[src/rtl/neo_zmc_pkg.sv]
// Shared CR-format constants and the bitplane position helper used by the
// packer and by the ZMC2-side checkers.
package neo_zmc_pkg;

  localparam int CR_W   = 32;
  localparam int PIX_W  = 4;
  localparam int SLOTS  = 8;
  localparam int SLOT_W = 3;
  localparam int WCNT_W = 16;

  // Bit index of a pixel's plane bit in a CR word: plane selects the byte,
  // slot selects the column, flip mirrors the column (7-slot == ~slot).
  function automatic logic [4:0] cr_bitpos(input logic [SLOT_W-1:0] slot,
                                           input logic [1:0]        plane,
                                           input logic              flip);
    logic [SLOT_W-1:0] col;
    col = flip ? ~slot : slot;
    return {plane, col};
  endfunction

endpackage

[src/rtl/neo_crom_packer_if.sv]
// Pixel-in / CR-word-out handshake bundle of the C-ROM packer.
interface neo_crom_packer_if;
  import neo_zmc_pkg::*;

  logic [PIX_W-1:0]  PIX;
  logic              PIX_VALID;
  logic              FLUSH;
  logic              H;
  logic              PIX_READY;
  logic [CR_W-1:0]   CR;
  logic              CR_VALID;
  logic              CR_READY;
  logic [WCNT_W-1:0] WCNT;

  modport master (output PIX, PIX_VALID, FLUSH, H, CR_READY,
                  input  PIX_READY, CR, CR_VALID, WCNT);

  modport slave  (input  PIX, PIX_VALID, FLUSH, H, CR_READY,
                  output PIX_READY, CR, CR_VALID, WCNT);
endinterface

[src/rtl/neo_crom_packer_outreg.sv]
// One-deep CR word register with valid/ready handshake and emitted-word count.
module crp_outreg
  import neo_zmc_pkg::*;
(
  input  logic              CLK_12M,
  input  logic              nRESET,
  input  logic              load_i,
  input  logic [CR_W-1:0]   word_i,
  input  logic              cr_ready_i,
  output logic [CR_W-1:0]   cr_o,
  output logic              cr_valid_o,
  output logic [WCNT_W-1:0] wcnt_o
);

  logic [CR_W-1:0]   cr_q,       cr_d;
  logic              cr_valid_q, cr_valid_d;
  logic [WCNT_W-1:0] wcnt_q,     wcnt_d;

  // A new word wins over the handshake so back-to-back words keep valid high.
  always_comb begin
    cr_d       = cr_q;
    cr_valid_d = cr_valid_q;
    wcnt_d     = wcnt_q;
    if (cr_valid_q && cr_ready_i) cr_valid_d = 1'b0;
    if (load_i) begin
      cr_d       = word_i;
      cr_valid_d = 1'b1;
      wcnt_d     = wcnt_q + 16'd1;
    end
  end

  // Output register state.
  always_ff @(posedge CLK_12M or negedge nRESET) begin
    if (!nRESET) begin
      cr_q       <= '0;
      cr_valid_q <= 1'b0;
      wcnt_q     <= '0;
    end else begin
      cr_q       <= cr_d;
      cr_valid_q <= cr_valid_d;
      wcnt_q     <= wcnt_d;
    end
  end

  assign cr_o       = cr_q;
  assign cr_valid_o = cr_valid_q;
  assign wcnt_o     = wcnt_q;

endmodule

[src/rtl/neo_crom_packer.sv]
// Packs a stream of 4-bit pixel indexes into 32-bit C-ROM bitplane words.
module neo_crom_packer
  import neo_zmc_pkg::*;
(
  input  logic               CLK_12M,
  input  logic               nRESET,
  neo_crom_packer_if.slave   bus
);

  logic [CR_W-1:0]   acc_q,  acc_d;
  logic [SLOT_W-1:0] slot_q, slot_d;
  logic              hf_q,   hf_d;

  logic              cr_valid;
  logic              stall;
  logic              pix_ready;
  logic              acc_pix;
  logic              acc_flush;
  logic              flip;
  logic              close;
  logic              last_slot;
  logic [CR_W-1:0]   pix_bits;
  logic [CR_W-1:0]   word_merge;

  assign last_slot = (slot_q == 3'd7);
  assign stall     = cr_valid & ~bus.CR_READY;
  // While stalled, only a non-closing pixel can still be absorbed.
  assign pix_ready = ~stall | (~last_slot & ~bus.FLUSH);
  assign acc_pix   = bus.PIX_VALID & pix_ready;
  assign acc_flush = bus.FLUSH & pix_ready;
  // The first pixel of a group uses H directly; later slots use the latch.
  assign flip      = (slot_q == '0) ? bus.H : hf_q;
  // A flush on an empty group with no pixel is a no-op.
  assign close     = (acc_pix & last_slot) | (acc_flush & (acc_pix | (slot_q != '0)));

  // Scatter the incoming pixel's four bits into their bitplane positions.
  always_comb begin
    pix_bits = '0;
    for (int p = 0; p < PIX_W; p++) begin
      pix_bits[cr_bitpos(slot_q, 2'(p), flip)] = bus.PIX[p];
    end
  end

  assign word_merge = acc_pix ? (acc_q | pix_bits) : acc_q;

  // Accumulator, slot counter and flip latch next state.
  always_comb begin
    acc_d  = acc_q;
    slot_d = slot_q;
    hf_d   = hf_q;
    if (acc_pix && (slot_q == '0)) hf_d = bus.H;
    if (close) begin
      acc_d  = '0;
      slot_d = '0;
    end else if (acc_pix) begin
      acc_d  = word_merge;
      slot_d = slot_q + 3'd1;
    end
  end

  // Group accumulation state.
  always_ff @(posedge CLK_12M or negedge nRESET) begin
    if (!nRESET) begin
      acc_q  <= '0;
      slot_q <= '0;
      hf_q   <= 1'b0;
    end else begin
      acc_q  <= acc_d;
      slot_q <= slot_d;
      hf_q   <= hf_d;
    end
  end

  crp_outreg u_outreg (
    .CLK_12M    (CLK_12M),
    .nRESET     (nRESET),
    .load_i     (close),
    .word_i     (word_merge),
    .cr_ready_i (bus.CR_READY),
    .cr_o       (bus.CR),
    .cr_valid_o (cr_valid),
    .wcnt_o     (bus.WCNT)
  );

  assign bus.CR_VALID  = cr_valid;
  assign bus.PIX_READY = pix_ready;

endmodule
[src/flat_wrapper.sv]
// flat-port wrapper written by rule: the top's interface ports become plain ports
module neo_crom_packer_flat import neo_zmc_pkg::*;
  (CLK_12M, nRESET, bus_PIX, bus_PIX_VALID, bus_FLUSH, bus_H, bus_CR_READY, bus_PIX_READY, bus_CR, bus_CR_VALID, bus_WCNT);
  neo_crom_packer_if bus_i ();
  input  logic CLK_12M;
  input  logic nRESET;
  input wire logic [$bits(bus_i.PIX)-1:0] bus_PIX;
  input wire logic [$bits(bus_i.PIX_VALID)-1:0] bus_PIX_VALID;
  input wire logic [$bits(bus_i.FLUSH)-1:0] bus_FLUSH;
  input wire logic [$bits(bus_i.H)-1:0] bus_H;
  input wire logic [$bits(bus_i.CR_READY)-1:0] bus_CR_READY;
  output wire logic [$bits(bus_i.PIX_READY)-1:0] bus_PIX_READY;
  output wire logic [$bits(bus_i.CR)-1:0] bus_CR;
  output wire logic [$bits(bus_i.CR_VALID)-1:0] bus_CR_VALID;
  output wire logic [$bits(bus_i.WCNT)-1:0] bus_WCNT;
  assign bus_i.PIX = bus_PIX;
  assign bus_i.PIX_VALID = bus_PIX_VALID;
  assign bus_i.FLUSH = bus_FLUSH;
  assign bus_i.H = bus_H;
  assign bus_i.CR_READY = bus_CR_READY;
  assign bus_PIX_READY = bus_i.PIX_READY;
  assign bus_CR = bus_i.CR;
  assign bus_CR_VALID = bus_i.CR_VALID;
  assign bus_WCNT = bus_i.WCNT;
  neo_crom_packer u_core (.CLK_12M(CLK_12M), .nRESET(nRESET), .bus(bus_i));
endmodule
[config.mk]
export PLATFORM = sky130hd
export DESIGN_NAME = neo_crom_packer_flat
export DESIGN_NICKNAME = d
export VERILOG_FILES = /design/src/rtl/neo_zmc_pkg.sv /design/src/rtl/neo_crom_packer_if.sv /design/src/rtl/neo_crom_packer_outreg.sv /design/src/rtl/neo_crom_packer.sv /design/src/flat_wrapper.sv
export SDC_FILE = /design/constraint.sdc
export NUM_CORES = 1
export LEC_CHECK = 0
export CORE_UTILIZATION = 45
export DETAILED_ROUTE_END_ITERATION = 8
export PLACE_DENSITY = 0.7
export SYNTH_ARGS = -nofsm -noshare
export SYNTH_HDL_FRONTEND = slang
export SYNTH_HIERARCHICAL = 1
export SYNTH_SLANG_ARGS = --single-unit
[constraint.sdc]
create_clock -name CLK_12M -period 7.2 [get_ports CLK_12M]
set_clock_uncertainty 0.15 [all_clocks]
set_input_delay 1.44 -clock CLK_12M [delete_from_list [all_inputs] [get_ports CLK_12M]]
set_output_delay 1.44 -clock CLK_12M [all_outputs]
set_load 0.01 [all_outputs]
After elaboration in Yosys (flattened, before gate mapping). Cells that the tools add are included. Widths: inputs -> output; s select.

Logic and storage cells: 63. Bits in read-only memories: 0. Output and inout port bits: 50. Bits of input ports: 10. Latch bits: 0. Memories: 0. Bits in registers: 85. Memory bits (writable): 0.

Bitwise operators: 16. Multiplexer cells: 20. Add/subtract/negate cells: 2. $lt $le $gt $ge: 8. Divide/modulo/power cells: 0. Multipliers: 0. Reduce and logical (&&, ||, !) cells: 10. Eq/ne operators: 1. Shift operators: 0.

Operator list (number): $bwmux 32 (3); $mux 32 (3); $and 32x8->32 (1); $or 32x32->32 (1); $add 16x1->16 const B (1); $demux 1 s3 (4); $lt 5x6->1 const B (2); $ge 5x1->1 const B (2); $mux 3 (3); $mux 1 (7); $and 1x1->1 (6); $logic_and 1x1->1 (6); $lt 3x6->1 const B (1); $lt 4x6->1 const B (1); $ge 4x1->1 const B (1); $not 1->1 (4); $reduce_bool 2->1 (2); $add 3x1->3 const B (1); $eq 3x3->1 const B (1); $ge 3x1->1 const B (1); $logic_not 3->1 (1); $not 3->3 (1); $or 1x1->1 (3); $reduce_bool 3->1 (1).

Longest topological paths before layout.
Word-level depth: 15. Mapped depth: 11. Depth with buffers taken out: 8.

By module. The synthesis kept the hierarchy.

Modules (own cells, without submodules): crp_outreg (cells each 133, times used 1, area an instance 1953.1 µm², sequential area each 1226.2 µm²); neo_crom_packer (cells each 157, times used 1, area an instance 1953.1 µm², sequential area each 900.9 µm²).

Least setup slack after synthesis. Ideal clock, no wire load.

Path kind: in2out. From: input bus_FLUSH. To: output bus_PIX_READY. Required time: 5610 ps. Path buffers: 1. Stages on the path: 3. Slack: 3726 ps. Arrival time: 1884 ps. Cell sequence: or2_1 -> buf_6 -> nand2_1.

Longest elaborated chain between the ends: 3.

RTL lines: start: declaration (line flat_wrapper.sv:9) `input wire logic [$bits(bus_i.FLUSH)-1:0] bus_FLUSH;`; $not 1->1 (line neo_crom_packer.sv:28) `assign pix_ready = ~stall | (~last_slot & ~bus.FLUSH);`; $and 1x1->1 (line neo_crom_packer.sv:28); $or 1x1->1 (line neo_crom_packer.sv:28); end: declaration (line flat_wrapper.sv:12) `output wire logic [$bits(bus_i.PIX_READY)-1:0] bus_PIX_READY;`.

Every way passes these cells.

Worst setup path after layout.
From: input bus_CR_READY. To: output bus_PIX_READY.

Longest elaborated chain between the ends: 4.

RTL lines: start: declaration (line flat_wrapper.sv:11) `input wire logic [$bits(bus_i.CR_READY)-1:0] bus_CR_READY;`; $not 1->1 (line neo_crom_packer.sv:26) `assign stall = cr_valid & ~bus.CR_READY;`; $and 1x1->1 (line neo_crom_packer.sv:26); $not 1->1 (line neo_crom_packer.sv:28); $or 1x1->1 (line neo_crom_packer.sv:28).

Every way passes these cells.

==> impl_metrics.csv <==
group,metric,value,unit
floorplanning,core_area,8300,µm²
synth,yosysSeqAreaShare,54.5,%
power,power.density,374,nW/µm²
synth,syn_inst,290,
route,firstDrtPassIters,4,
layout,final_nets,362,
global_routing,gr-total-overflow,0,
layout,area_growth,20.2,%
worst_setup_path,cp_slowest_stage_delay,720,ps
timing,final.setup.tns,0,ps
cts,cts_inserted_buffers,9,
power,p_leak,2.37,nW
layout,n_fill_cell,706,
worst_setup_path,crit_slowest_cell,"nor2b_1",
synth,synthesis.area,3910,µm²
floorplanning,die_w,95.2,µm
floorplanning,initial_core_util,47.1,%
global_routing,grt_pass1_vias,2448,
global_routing,grt_max_degree,86,
layout,final_cells,456,
layout,multi_input_area,1650,µm²
placement,place_inst,442,
cts,postCtsSetupRepairBufs,0,
placement,io_buffers,59,
worst_setup_path,cp_data_arrival_time,3180,ps
job,cap_violations,0,
route,drt_iter0_drc,134,
hold_path,holdPathStages,1,
route,vias,2384,
route,wl,7270,µm
route,drc,0,
power,ir_drop,0.183,mV
timing,min_period,4770,ps
timing,rsz0062_at_grt,"false",
timing,slew_headroom,29.6,%
synth,synth.distinct_cells,42,
worst_setup_path,required,5610,ps
route,wl_per_cell,15.9,µm
power,seq_power_share,42.2,%
worst_setup_path,r2r_start,"u_core/slot_q[0]",
global_routing,grt_pass1_wl,12300,µm
floorplanning,die_h,95.2,µm
synth,syn_avg_cell_area,13.5,µm²
timing,timing.final.crit_share,66.3,%
timing,worst_slew_pin_slew,1060,ps
worst_setup_path,cp_common_cell,"clkdlybuf4s50_1",
cts,htree_levels,3,
synth,syn-num-nets,304,
global_routing,grt_antenna_before_repair,0,
layout,antennaDiodeCount,0,
power,pwr-share-clk,17.1,%
outcome,status,"finished, final reports clean",
hold_path,min_from,"u_core/u_outreg/wcnt_o[15]",
cts,cts_tree,"done",
timing,slew_viol_final,0,
floorplanning,io_pins,60,
worst_setup_path,worstSetupPathType,"in -> out",
worst_setup_path,cp-end-kind,"primary output",
placement,dp_hpwl,4830,µm
worst_setup_path,rr_worst_depth,7,
worst_setup_path,cp_num_cells,4,
worst_setup_path,crit_start,"bus_CR_READY",
synth,synth-seq-cells,85,
power,swShare,33.3,%
power,switching_power,0.585,mW
timing,finalSetupViolations,0,
cts,cts_buffer_depth,2,
floorplanning,dieArea,9060,µm²
worst_setup_path,critPathMaxFanout,8,
cts,clkSinkCount,85,
timing,max_freq,0.210,GHz
global_routing,grt.total_usage,18.0,%
worst_setup_path,cpLargestDelayFamily,"buffers and inverters",
placement,place_congestion,0.764,
route,ant_nets,0,
worst_setup_path,critical_path_buf_inv_count,2,
power,p_int,1.17,mW
cts,cts_root_buffer,"clkbuf_8",
floorplanning,rows,33,
cts,cts_hold_buf,0,
worst_setup_path,start_kind,"input port",
route,viasPerCell,5.23,
worst_setup_path,path_cells,"clkdlybuf4s50_1 -> nor2b_1 -> nand2_1 -> clkdlybuf4s50_1",
timing,hold_viol,0,
cts,clk_pin_slew,80,ps
layout,drive_gt1_share,27.9,%
power,combPwrFrac,40.7,%
cts,cts.repair.resized,0,
layout,seqCellArea,2130,µm²
cts,clock_latency,340,ps
synth,ys.warnings.count,6,
hold_path,min_path_type,"reg -> reg",
path summary, 6_finish.rpt:
| path | end | slack, ps |
|---|---|---|
| worst max-delay path | bus_PIX_READY | 2430 |
| worst max register to register | u_core/u_outreg/cr_o[26] | 4030 |
| worst min-delay path | u_core/u_outreg/wcnt_o[15] | 320 |
| worst min register to register | u_core/u_outreg/wcnt_o[15] | 320 |
| max in group asynchronous | u_core/slot_q[0] | 5090 |
| min in group asynchronous | u_core/slot_q[2] | 1120 |
power by group through the flow:
stage	combinational (mW)	clock (mW)	sequential [mW]
2_1_floorplan	0.447	0	0.756
3_3_place_gp	0.704	0	0.747
3_5_place_dp	0.721	0	0.753
4_1_cts	0.725	0.311	0.744
5_1_grt	0.782	0.332	0.766
6_report	0.715	0.299	0.741
worst reg2reg max path: cells and delay by family, from the launching register on:
kind,cells,cell delay (ps)
fa+ha+maj,1,290
buf+inv,2,750
simple gates,2,500
compound gates,1,370
flops,1,570
mux,1,430
layer usage:
metal | global-route usage (%) | part of all wire (%) | vias up
met3 | 3.67 | 4.5 | 7
met2 | 27.4 | 47 | 54
met1 | 25.2 | 47 | 1204
met4 | 7.32 | 1.3 | 0
li1 | - | - | 1119
met5 | 0 | 0 | -
Yosys cell counts (all sizes together):
cell	number	area share [%]
nor4	6	0.96
or3	2	0.48
o21bai	1	0.48
nand2	13	1.3
a21oi	4	0.90
o32ai	6	3.1
xnor2	5	1.1
buf	13	2.8
or2	1	0.16
xor2	10	2.2
mux2i	4	1.1
mux2	35	10
a21o	33	6.5
inv	6	0.58
nor2b	34	6.7
and3b	1	0.22
dfrtp	85	54
nor3	3	0.38
nor2	5	0.48
nand2b	3	0.61
and2b	1	0.19
a21boi	1	0.48
ha	4	1.3
nand4	7	1.7
o22ai	2	0.64
nand3b	1	0.19
nor3b	2	0.51
nand3	2	0.26
cell families after synthesis:
group                      synth area share [%]
and+or+nand+nor                            14.1
muxes                                      11.3
DFF                                        54.5
adders and majority gates                  1.28
xor gates and xnor gates                   3.36
AOI/OAI and AO/OA                          12.1
buffers and inverters                      3.40
metrics by stage:
step	util, %	worst slack, ps	hold slack (ps)	power, mW	instance area [µm²]
global placement	54.5	2440	307	1.45	4520
CTS	56.6	2420	321	1.78	4700
floorplan	-	3730	354	1.20	3910
detailed placement	54.5	2430	306	1.47	4520
global route	56.6	2320	351	1.88	4700
finish	56.6	2430	317	1.76	4700
flip-flops by register name, indices dropped and copies added, names as in the netlist:
name                        cells
u_core/u_outreg/cr_o           32
u_core/hf_q                     1
u_core/u_outreg/cr_valid_o      1
u_core/slot_q                   3
u_core/u_outreg/wcnt_o         16
u_core/acc_q                   32
area by class of cell:
| cell class | instances | share of cell area (%) |
|---|---|---|
| inverter | 6 | 0.480 |
| timing repair buffer | 60 | 12.7 |
| sequential | 85 | 45.3 |
| clock inverter | 3 | 0.453 |
| clock buffer | 11 | 3.22 |
| tap | 105 | 2.80 |
| multi-input combinational | 186 | 35.1 |
cell usage in the layout (no fill, tap or decap), types with 2 or more instances in the layout:
master and instances:
ha_1 4, nor2b_2 19, a21oi_2 4, a21o_1 27, nand2b_2 2, nand3_1 2, dfrtp_1 85, mux2i_1 3
nor2b_1 15, o32ai_2 4, a21o_2 6, nand4_1 5, buf_4 2, clkbuf_8 11, nor2_1 5, nor4_1 6
inv_1 6, nor3_1 3, mux2_2 33, xor2_1 10, o32ai_4 2, clkdlybuf4s50_1 58, xnor2_1 5, o22ai_2 2
nand2_1 12
Power figures use the tool's default switching activity.
